===== src/rtl/dcache_flush_unit_pkg.sv =====
// Shared constants and helpers for the data-cache flush unit and its
// lowest-set-bit counter.
package dcache_flush_unit_pkg;

  // Default data-cache geometry of the core.
  localparam int unsigned DCACHE_NUM_SETS = 256;
  localparam int unsigned DCACHE_NUM_WAYS = 8;

  // Counting direction of the zero counter.
  localparam bit LZC_TRAILING = 1'b0;
  localparam bit LZC_LEADING  = 1'b1;

  // Index width for a power-of-two count, never narrower than one bit.
  function automatic int unsigned idx_width(input int unsigned n);
    return (n > 1) ? $clog2(n) : 1;
  endfunction

endpackage


===== src/rtl/dcache_flush_unit_if.sv =====
// Port bundle between the flush unit, the flush controller and the data cache
// metadata, writeback and invalidate ports.
interface dcache_flush_unit_if
  import dcache_flush_unit_pkg::*;
#(
  parameter int unsigned NUM_SETS = DCACHE_NUM_SETS,
  parameter int unsigned NUM_WAYS = DCACHE_NUM_WAYS
);

  localparam int unsigned IDX_W = idx_width(NUM_SETS);
  localparam int unsigned WAY_W = idx_width(NUM_WAYS);

  // Handshakes: meta_req_o / wb_req_o stay high with index/way stable until the
  // matching *_gnt_i is high at a rising edge; the transfer happens on that edge.
  // Metadata answers in the cycle after its grant; wb_done_i is a one-cycle pulse.
  logic                flush_i;
  logic                flush_ack_o;
  logic                busy_o;
  logic                meta_req_o;
  logic [IDX_W-1:0]    meta_idx_o;
  logic                meta_gnt_i;
  logic [NUM_WAYS-1:0] meta_valid_i;
  logic [NUM_WAYS-1:0] meta_dirty_i;
  logic                wb_req_o;
  logic [IDX_W-1:0]    wb_idx_o;
  logic [WAY_W-1:0]    wb_way_o;
  logic                wb_gnt_i;
  logic                wb_done_i;
  logic                inv_we_o;
  logic [IDX_W-1:0]    inv_idx_o;
  logic [2:0]          dbg_state_o;

  modport master (
    input  flush_i, meta_gnt_i, meta_valid_i, meta_dirty_i, wb_gnt_i, wb_done_i,
    output flush_ack_o, busy_o, meta_req_o, meta_idx_o, wb_req_o, wb_idx_o,
           wb_way_o, inv_we_o, inv_idx_o, dbg_state_o
  );

  modport slave (
    output flush_i, meta_gnt_i, meta_valid_i, meta_dirty_i, wb_gnt_i, wb_done_i,
    input  flush_ack_o, busy_o, meta_req_o, meta_idx_o, wb_req_o, wb_idx_o,
           wb_way_o, inv_we_o, inv_idx_o, dbg_state_o
  );

endinterface


===== src/rtl/dcache_flush_unit_lzc.sv =====
// Leading/trailing zero counter; in trailing mode cnt_o is the index of the
// lowest set bit of in_i. cnt_o is 0 and empty_o is 1 for an all-zero input.
module dcache_flush_unit_lzc
  import dcache_flush_unit_pkg::*;
#(
  parameter int unsigned WIDTH = 8,
  parameter bit          MODE  = LZC_TRAILING
) (
  input  logic [WIDTH-1:0]                 in_i,
  output logic [idx_width(WIDTH)-1:0]      cnt_o,
  output logic                             empty_o
);

  localparam int unsigned CNT_W = idx_width(WIDTH);

  // Scanning from the top down lets the last hit win, i.e. the smallest count.
  always_comb begin
    cnt_o = '0;
    for (int i = WIDTH - 1; i >= 0; i--) begin
      if (MODE == LZC_LEADING) begin
        if (in_i[WIDTH-1-i]) cnt_o = CNT_W'(i);
      end else begin
        if (in_i[i]) cnt_o = CNT_W'(i);
      end
    end
  end

  assign empty_o = ~|in_i;

endmodule


===== src/rtl/dcache_flush_unit.sv =====
// Walks every cache set: reads its metadata, writes back each valid+dirty way
// lowest-first, invalidates the set, and acknowledges once the last set is done.
module dcache_flush_unit
  import dcache_flush_unit_pkg::*;
#(
  parameter int unsigned NUM_SETS = DCACHE_NUM_SETS,
  parameter int unsigned NUM_WAYS = DCACHE_NUM_WAYS
) (
  input  logic               clk_i,
  input  logic               rst_i,
  dcache_flush_unit_if.master bus
);

  localparam int unsigned     IDX_W    = idx_width(NUM_SETS);
  localparam int unsigned     WAY_W    = idx_width(NUM_WAYS);
  localparam logic [IDX_W-1:0] LAST_IDX = IDX_W'(NUM_SETS - 1);

  typedef enum logic [2:0] {
    IDLE     = 3'd0,
    META_REQ = 3'd1,
    META_RSP = 3'd2,
    WB_REQ   = 3'd3,
    WB_WAIT  = 3'd4,
    INVAL    = 3'd5,
    DONE     = 3'd6,
    DRAIN    = 3'd7
  } state_e;

  state_e              state_q, state_d;
  logic [IDX_W-1:0]    idx_q, idx_d;
  logic [NUM_WAYS-1:0] pending_q, pending_d;
  logic [WAY_W-1:0]    wb_way;
  logic                pending_empty;
  logic [NUM_WAYS-1:0] clr_mask;
  logic                meta_req, wb_req, inv_we, flush_ack;

  dcache_flush_unit_lzc #(
    .WIDTH (NUM_WAYS),
    .MODE  (LZC_TRAILING)
  ) i_lzc (
    .in_i    (pending_q),
    .cnt_o   (wb_way),
    .empty_o (pending_empty)
  );

  // The way in flight is the lowest pending bit; pending only changes on its done.
  assign clr_mask = {{(NUM_WAYS-1){1'b0}}, 1'b1} << wb_way;

  always_comb begin
    state_d   = state_q;
    idx_d     = idx_q;
    pending_d = pending_q;
    unique case (state_q)
      IDLE: begin
        if (bus.flush_i) begin
          idx_d   = '0;
          state_d = META_REQ;
        end
      end
      META_REQ: begin
        if (bus.meta_gnt_i) state_d = META_RSP;
      end
      META_RSP: begin
        pending_d = bus.meta_valid_i & bus.meta_dirty_i;
        state_d   = (|pending_d) ? WB_REQ : INVAL;
      end
      WB_REQ: begin
        if (pending_empty)       state_d = INVAL;
        else if (bus.wb_gnt_i)   state_d = WB_WAIT;
      end
      WB_WAIT: begin
        if (bus.wb_done_i) begin
          pending_d = pending_q & ~clr_mask;
          state_d   = (|pending_d) ? WB_REQ : INVAL;
        end
      end
      INVAL: begin
        if (idx_q == LAST_IDX) begin
          state_d = DONE;
        end else begin
          idx_d   = idx_q + IDX_W'(1);
          state_d = META_REQ;
        end
      end
      DONE: begin
        state_d = DRAIN;
      end
      DRAIN: begin
        // A level request still high after the ack must not start another walk.
        if (!bus.flush_i) state_d = IDLE;
      end
      default: begin
        state_d = IDLE;
      end
    endcase
  end

  always_ff @(posedge clk_i) begin
    if (rst_i) begin
      state_q   <= IDLE;
      idx_q     <= '0;
      pending_q <= '0;
    end else begin
      state_q   <= state_d;
      idx_q     <= idx_d;
      pending_q <= pending_d;
    end
  end

  assign meta_req  = (state_q == META_REQ);
  assign wb_req    = (state_q == WB_REQ) && !pending_empty;
  assign inv_we    = (state_q == INVAL);
  assign flush_ack = (state_q == DONE);

  // Index/way buses read as zero whenever their strobe is low.
  assign bus.busy_o      = (state_q != IDLE);
  assign bus.meta_req_o  = meta_req;
  assign bus.meta_idx_o  = meta_req ? idx_q : '0;
  assign bus.wb_req_o    = wb_req;
  assign bus.wb_idx_o    = wb_req ? idx_q : '0;
  assign bus.wb_way_o    = wb_req ? wb_way : '0;
  assign bus.inv_we_o    = inv_we;
  assign bus.inv_idx_o   = inv_we ? idx_q : '0;
  assign bus.flush_ack_o = flush_ack;
  assign bus.dbg_state_o = state_q;

  a_strobes_exclusive: assert property (@(posedge clk_i) disable iff (rst_i)
    $onehot0({meta_req, wb_req, inv_we, flush_ack}));

  a_meta_req_stable: assert property (@(posedge clk_i) disable iff (rst_i)
    (meta_req && !bus.meta_gnt_i) |=> (meta_req && $stable(bus.meta_idx_o)));

  a_wb_req_stable: assert property (@(posedge clk_i) disable iff (rst_i)
    (wb_req && !bus.wb_gnt_i) |=> (wb_req && $stable(bus.wb_idx_o) && $stable(bus.wb_way_o)));

  a_ack_single: assert property (@(posedge clk_i) disable iff (rst_i)
    flush_ack |=> !flush_ack);

endmodule


===== src/flat_wrapper.sv =====
// flat-port wrapper written by rule: the top's interface ports become plain ports
module dcache_flush_unit_flat import dcache_flush_unit_pkg::*;
#(
  parameter int unsigned NUM_SETS = DCACHE_NUM_SETS,
  parameter int unsigned NUM_WAYS = DCACHE_NUM_WAYS
)
  (clk_i, rst_i, bus_flush_i, bus_meta_gnt_i, bus_meta_valid_i, bus_meta_dirty_i, bus_wb_gnt_i, bus_wb_done_i, bus_flush_ack_o, bus_busy_o, bus_meta_req_o, bus_meta_idx_o, bus_wb_req_o, bus_wb_idx_o, bus_wb_way_o, bus_inv_we_o, bus_inv_idx_o, bus_dbg_state_o);
  dcache_flush_unit_if #(.NUM_SETS(NUM_SETS), .NUM_WAYS(NUM_WAYS)) bus_i ();
  input  logic clk_i;
  input  logic rst_i;
  input wire logic [$bits(bus_i.flush_i)-1:0] bus_flush_i;
  input wire logic [$bits(bus_i.meta_gnt_i)-1:0] bus_meta_gnt_i;
  input wire logic [$bits(bus_i.meta_valid_i)-1:0] bus_meta_valid_i;
  input wire logic [$bits(bus_i.meta_dirty_i)-1:0] bus_meta_dirty_i;
  input wire logic [$bits(bus_i.wb_gnt_i)-1:0] bus_wb_gnt_i;
  input wire logic [$bits(bus_i.wb_done_i)-1:0] bus_wb_done_i;
  output wire logic [$bits(bus_i.flush_ack_o)-1:0] bus_flush_ack_o;
  output wire logic [$bits(bus_i.busy_o)-1:0] bus_busy_o;
  output wire logic [$bits(bus_i.meta_req_o)-1:0] bus_meta_req_o;
  output wire logic [$bits(bus_i.meta_idx_o)-1:0] bus_meta_idx_o;
  output wire logic [$bits(bus_i.wb_req_o)-1:0] bus_wb_req_o;
  output wire logic [$bits(bus_i.wb_idx_o)-1:0] bus_wb_idx_o;
  output wire logic [$bits(bus_i.wb_way_o)-1:0] bus_wb_way_o;
  output wire logic [$bits(bus_i.inv_we_o)-1:0] bus_inv_we_o;
  output wire logic [$bits(bus_i.inv_idx_o)-1:0] bus_inv_idx_o;
  output wire logic [$bits(bus_i.dbg_state_o)-1:0] bus_dbg_state_o;
  assign bus_i.flush_i = bus_flush_i;
  assign bus_i.meta_gnt_i = bus_meta_gnt_i;
  assign bus_i.meta_valid_i = bus_meta_valid_i;
  assign bus_i.meta_dirty_i = bus_meta_dirty_i;
  assign bus_i.wb_gnt_i = bus_wb_gnt_i;
  assign bus_i.wb_done_i = bus_wb_done_i;
  assign bus_flush_ack_o = bus_i.flush_ack_o;
  assign bus_busy_o = bus_i.busy_o;
  assign bus_meta_req_o = bus_i.meta_req_o;
  assign bus_meta_idx_o = bus_i.meta_idx_o;
  assign bus_wb_req_o = bus_i.wb_req_o;
  assign bus_wb_idx_o = bus_i.wb_idx_o;
  assign bus_wb_way_o = bus_i.wb_way_o;
  assign bus_inv_we_o = bus_i.inv_we_o;
  assign bus_inv_idx_o = bus_i.inv_idx_o;
  assign bus_dbg_state_o = bus_i.dbg_state_o;
  dcache_flush_unit #(.NUM_SETS(NUM_SETS), .NUM_WAYS(NUM_WAYS)) u_core (.clk_i(clk_i), .rst_i(rst_i), .bus(bus_i));
endmodule

===== config.mk =====
export PLATFORM = sky130hd
export DESIGN_NAME = dcache_flush_unit_flat
export DESIGN_NICKNAME = d
export VERILOG_FILES = /design/src/rtl/dcache_flush_unit_pkg.sv /design/src/rtl/dcache_flush_unit_if.sv /design/src/rtl/dcache_flush_unit_lzc.sv /design/src/rtl/dcache_flush_unit.sv /design/src/flat_wrapper.sv
export SDC_FILE = /design/constraint.sdc
export NUM_CORES = 1
export LEC_CHECK = 0
export CAP_MARGIN = 20
export CORE_UTILIZATION = 44
export CTS_BUF_LIST = sky130_fd_sc_hd__clkbuf_4 sky130_fd_sc_hd__clkbuf_8 sky130_fd_sc_hd__clkbuf_16
export CTS_CLUSTER_DIAMETER = 150
export DETAILED_ROUTE_END_ITERATION = 7
export PLACE_DENSITY = 0.81
export REMOVE_ABC_BUFFERS = 1
export SYNTH_ARGS = -nofsm -noshare
export SYNTH_HDL_FRONTEND = slang
export SYNTH_SLANG_ARGS = --single-unit

===== constraint.sdc =====
create_clock -name clk_i -period 2.5 [get_ports clk_i]
set_input_delay 0.625 -clock clk_i [delete_from_list [all_inputs] [get_ports clk_i]]
set_output_delay 0.625 -clock clk_i [all_outputs]
set_load 0.02 [all_outputs]

==> results.yml <==
cts:
  htreeDepth: 1
  clk_path_buf_depth: 2
  ctsHoldBuffers: 0
  clkTransAtPathRegs_ns: 0.11
  cts_tree: "done"
  clock-sinks: 19
  clk_latency_ns: 0.30
  clk_root_buffer_cell: "clkbuf_4"
  cts-buffers-inserted: 3
setup_path:
  startpoint: "u_core.pending_q[1]"
  cp_slowest_cell: "or4_4"
  cp.depth: 5
  critPathBufInv: 1
  r2r-start: "u_core.pending_q[3]"
  cp_slowest_stage_delay_ns: 0.55
  required_ns: 1.88
  regToRegSetupSlack_ns: 0.29
  cp-start-kind: "register"
  path_cells: "or4_4, nor2_4, nor2_2, nor4b_1, clkdlybuf4s15_2"
  arrival_ns: 1.81
  reg2reg_to: "u_core.bus.dbg_state_o[2]"
  reg2reg_depth: 6
  cp-end-kind: "output pin"
  crit_end: "bus_wb_way_o[1]"
  critPathKind: "register to output pin"
  critical_path.top_delay_family: "simple AND/OR/NAND/NOR gates"
  crit_path_max_fanout: 10
synthesis:
  synthMuxAreaShare_pct: 0.685
  syn_inst: 199
  synth-compound-area-share_pct: 25.0
  synth_area_per_cell_um2: 7.34
  synthXorXnorAreaFrac_pct: 4.20
  synthTopCellsByCount: "and2_1, nor2_1, dfxtp_1"
  synthDistinctLibCells: 44
  synth_area_leaders: "dfxtp_1, and2_1, nor2_1, xnor2_1, a21oi_1"
  syn_area_mm2: 0.00146
  yosysSeqAreaShare_pct: 26.0
  yosysMostFrequentCell: "and2_1"
  synthArstFlopShare_pct: 0
  synth_edf_count: 0
  synth_top_family_by_area: "simple AND/OR/NAND/NOR gates"
  synth_ff_type: "dfxtp_1"
  yosys.area_share.adder_pct: 2.31
  synth-simple-area-share_pct: 35.8
  synth_warnings: 0
  synth-seq-cells: 19
  synth_top_area_share_pct: 26.0
  yosysTopAreaCell: "dfxtp_1"
power_and_ir_drop:
  p_int_mw: 0.534
  seqPwrFrac_pct: 40.5
  p_sw_share_pct: 33.9
  combPwrFrac_pct: 40.3
  clockPowerShare_pct: 19.3
  p_leak_nw: 0.910
  power_density_mw_per_mm2: 378
  irDropWorstVdd_uv: 267
  power_mw: 0.809
  switchingPower_mw: 0.274
hold_path:
  hp-class: "register to register"
  worstHoldStart: "u_core.idx_q[6]"
  hold_path_depth: 2
global_route:
  grt_pass1_vias: 1517
  grt_pass1_wl_um: 6670
  track_usage_pct: 24.5
  grt_max_degree: 20
  antenna_found_initial: 0
  grt-ovfl-total: 0
floorplanning:
  die-area_mm2: 0.00356
  die_h_um: 59.6
  die_w_um: 59.6
  start_util_pct: 47.1
  rows: 20
  coreArea_mm2: 0.00310
  ios: 57
sta:
  slew_viol_final: 0
  relSlewSlack_pct: 52.1
  post-route-min-period_ns: 2.44
  period_share_pct: 97.6
  setup_viol: 0
  worst_pin_slew_ns: 0.712
  skew_ns: 0.00896
  max_freq_ghz: 0.410
  rsz0062_at_grt: "no"
  finalHoldViolCount: 0
route:
  wl_per_cell_um: 13.5
  wl_um: 4150
  post-route-drc-count: 0
  vias: 1702
  ant_nets: 0
  first_iter_violations: 34
  vias_per_cell: 5.53
  drt-pass1-iter-count: 4
place:
  hpwl_um: 3270
  gp_congestion: 0.918
  io_buffers: 56
cells_and_area:
  drive_gt1_share_pct: 16.7
  nNetsFinal: 288
  diodes: 0
  fillers: 316
  final_util_pct: 69.0
  syn_to_final_growth_pct: 46.5
run_status:
  status: "finished clean"
job:
  cap_violations: 0
state kept, by name, indices dropped and copies added (netlist names):
| signal | count |
|---|---|
| u_core.bus.dbg_state_o | 3 |
| u_core.idx_q | 8 |
| u_core.pending_q | 8 |
power by group through the flow:
stage	sequential (mW)	clock, mW	combinational [mW]
2_1_floorplan	0.361	0	0.137
3_3_place_gp	0.333	0	0.308
3_5_place_dp	0.334	0	0.307
4_1_cts	0.327	0.157	0.314
5_1_grt	0.330	0.170	0.356
6_report	0.327	0.156	0.326
layout make-up:
cell class	instances	area [µm²]	area share, %
inverter	4	15.0	0.701
timing repair buffer	76	646	30.2
tap	44	55.1	2.57
clock buffer	3	22.5	1.05
clock inverter	1	5.00	0.234
multi-input combinational	161	1020	47.5
sequential	19	380	17.8
placed cells by master (no fill, tap or decap), types with 4 or more instances in the layout:
cell             count
a211oi_1             4
nand2_1             13
o21ai_0              6
clkbuf_2             8
a32oi_1              5
nor2_1              21
nor3_1               7
nand3_1              7
xnor2_1              7
clkdlybuf4s50_1     26
inv_1                4
buf_4               20
and2_1              24
a21oi_1             11
dfxtp_1             19
dlygate4sd2_1       19
o211ai_1             4
tightest hold or removal path: stages, from the launching register on:
cell and delay, ns:
dfxtp_1 0.36, xnor2_1 0.16, nor2_1 0.03
kinds of logic after synthesis:
kind of cell | Yosys count
compound gates | 52
flops | 19
simple gates | 98
xor+xnor | 7
buf+inv | 19
fa+ha+maj | 3
mux | 1
layer usage:
layer / track usage, % / share of wire [%] / vias to the layer above
met2: 45.9 / 51 / 65
met5: 0 / 0 / -
met3: 1.97 / 3.9 / 6
li1: - / - / 856
met1: 30.4 / 44 / 775
met4: 4.65 / 1.1 / 0
worst min-delay path by stage:
stage                            to  slack (ns)
floorplan           u_core.idx_q[7]        0.52
global placement    u_core.idx_q[6]        0.56
detailed placement  u_core.idx_q[6]        0.56
CTS                 u_core.idx_q[6]        0.58
global route        u_core.idx_q[5]        0.62
finish              u_core.idx_q[6]        0.58
stage by stage:
step | instance area, µm² | hold WS [ns] | setup slack (ns) | instances | TNS (ns)
2_1_floorplan | 1390 | 0.524 | -0.365 | 184 | -0.365
3_3_place_gp | 2150 | 0.556 | -0.0111 | 303 | -0.0136
3_5_place_dp | 2150 | 0.559 | -0.0291 | 303 | -0.121
4_1_cts | 2170 | 0.583 | 0.00412 | 307 | 0
5_1_grt | 2140 | 0.616 | 0.00456 | 308 | 0
6_report | 2140 | 0.580 | 0.0611 | 308 | 0
repair_timing:
action,4_1_cts,5_1_grt
gates cloned,0,0
pin swaps,1,1
gates resized for setup,47,14
buffers inserted,0,1
endpoints found under the setup margin,30,11
(Power assumes the default switching activity.)
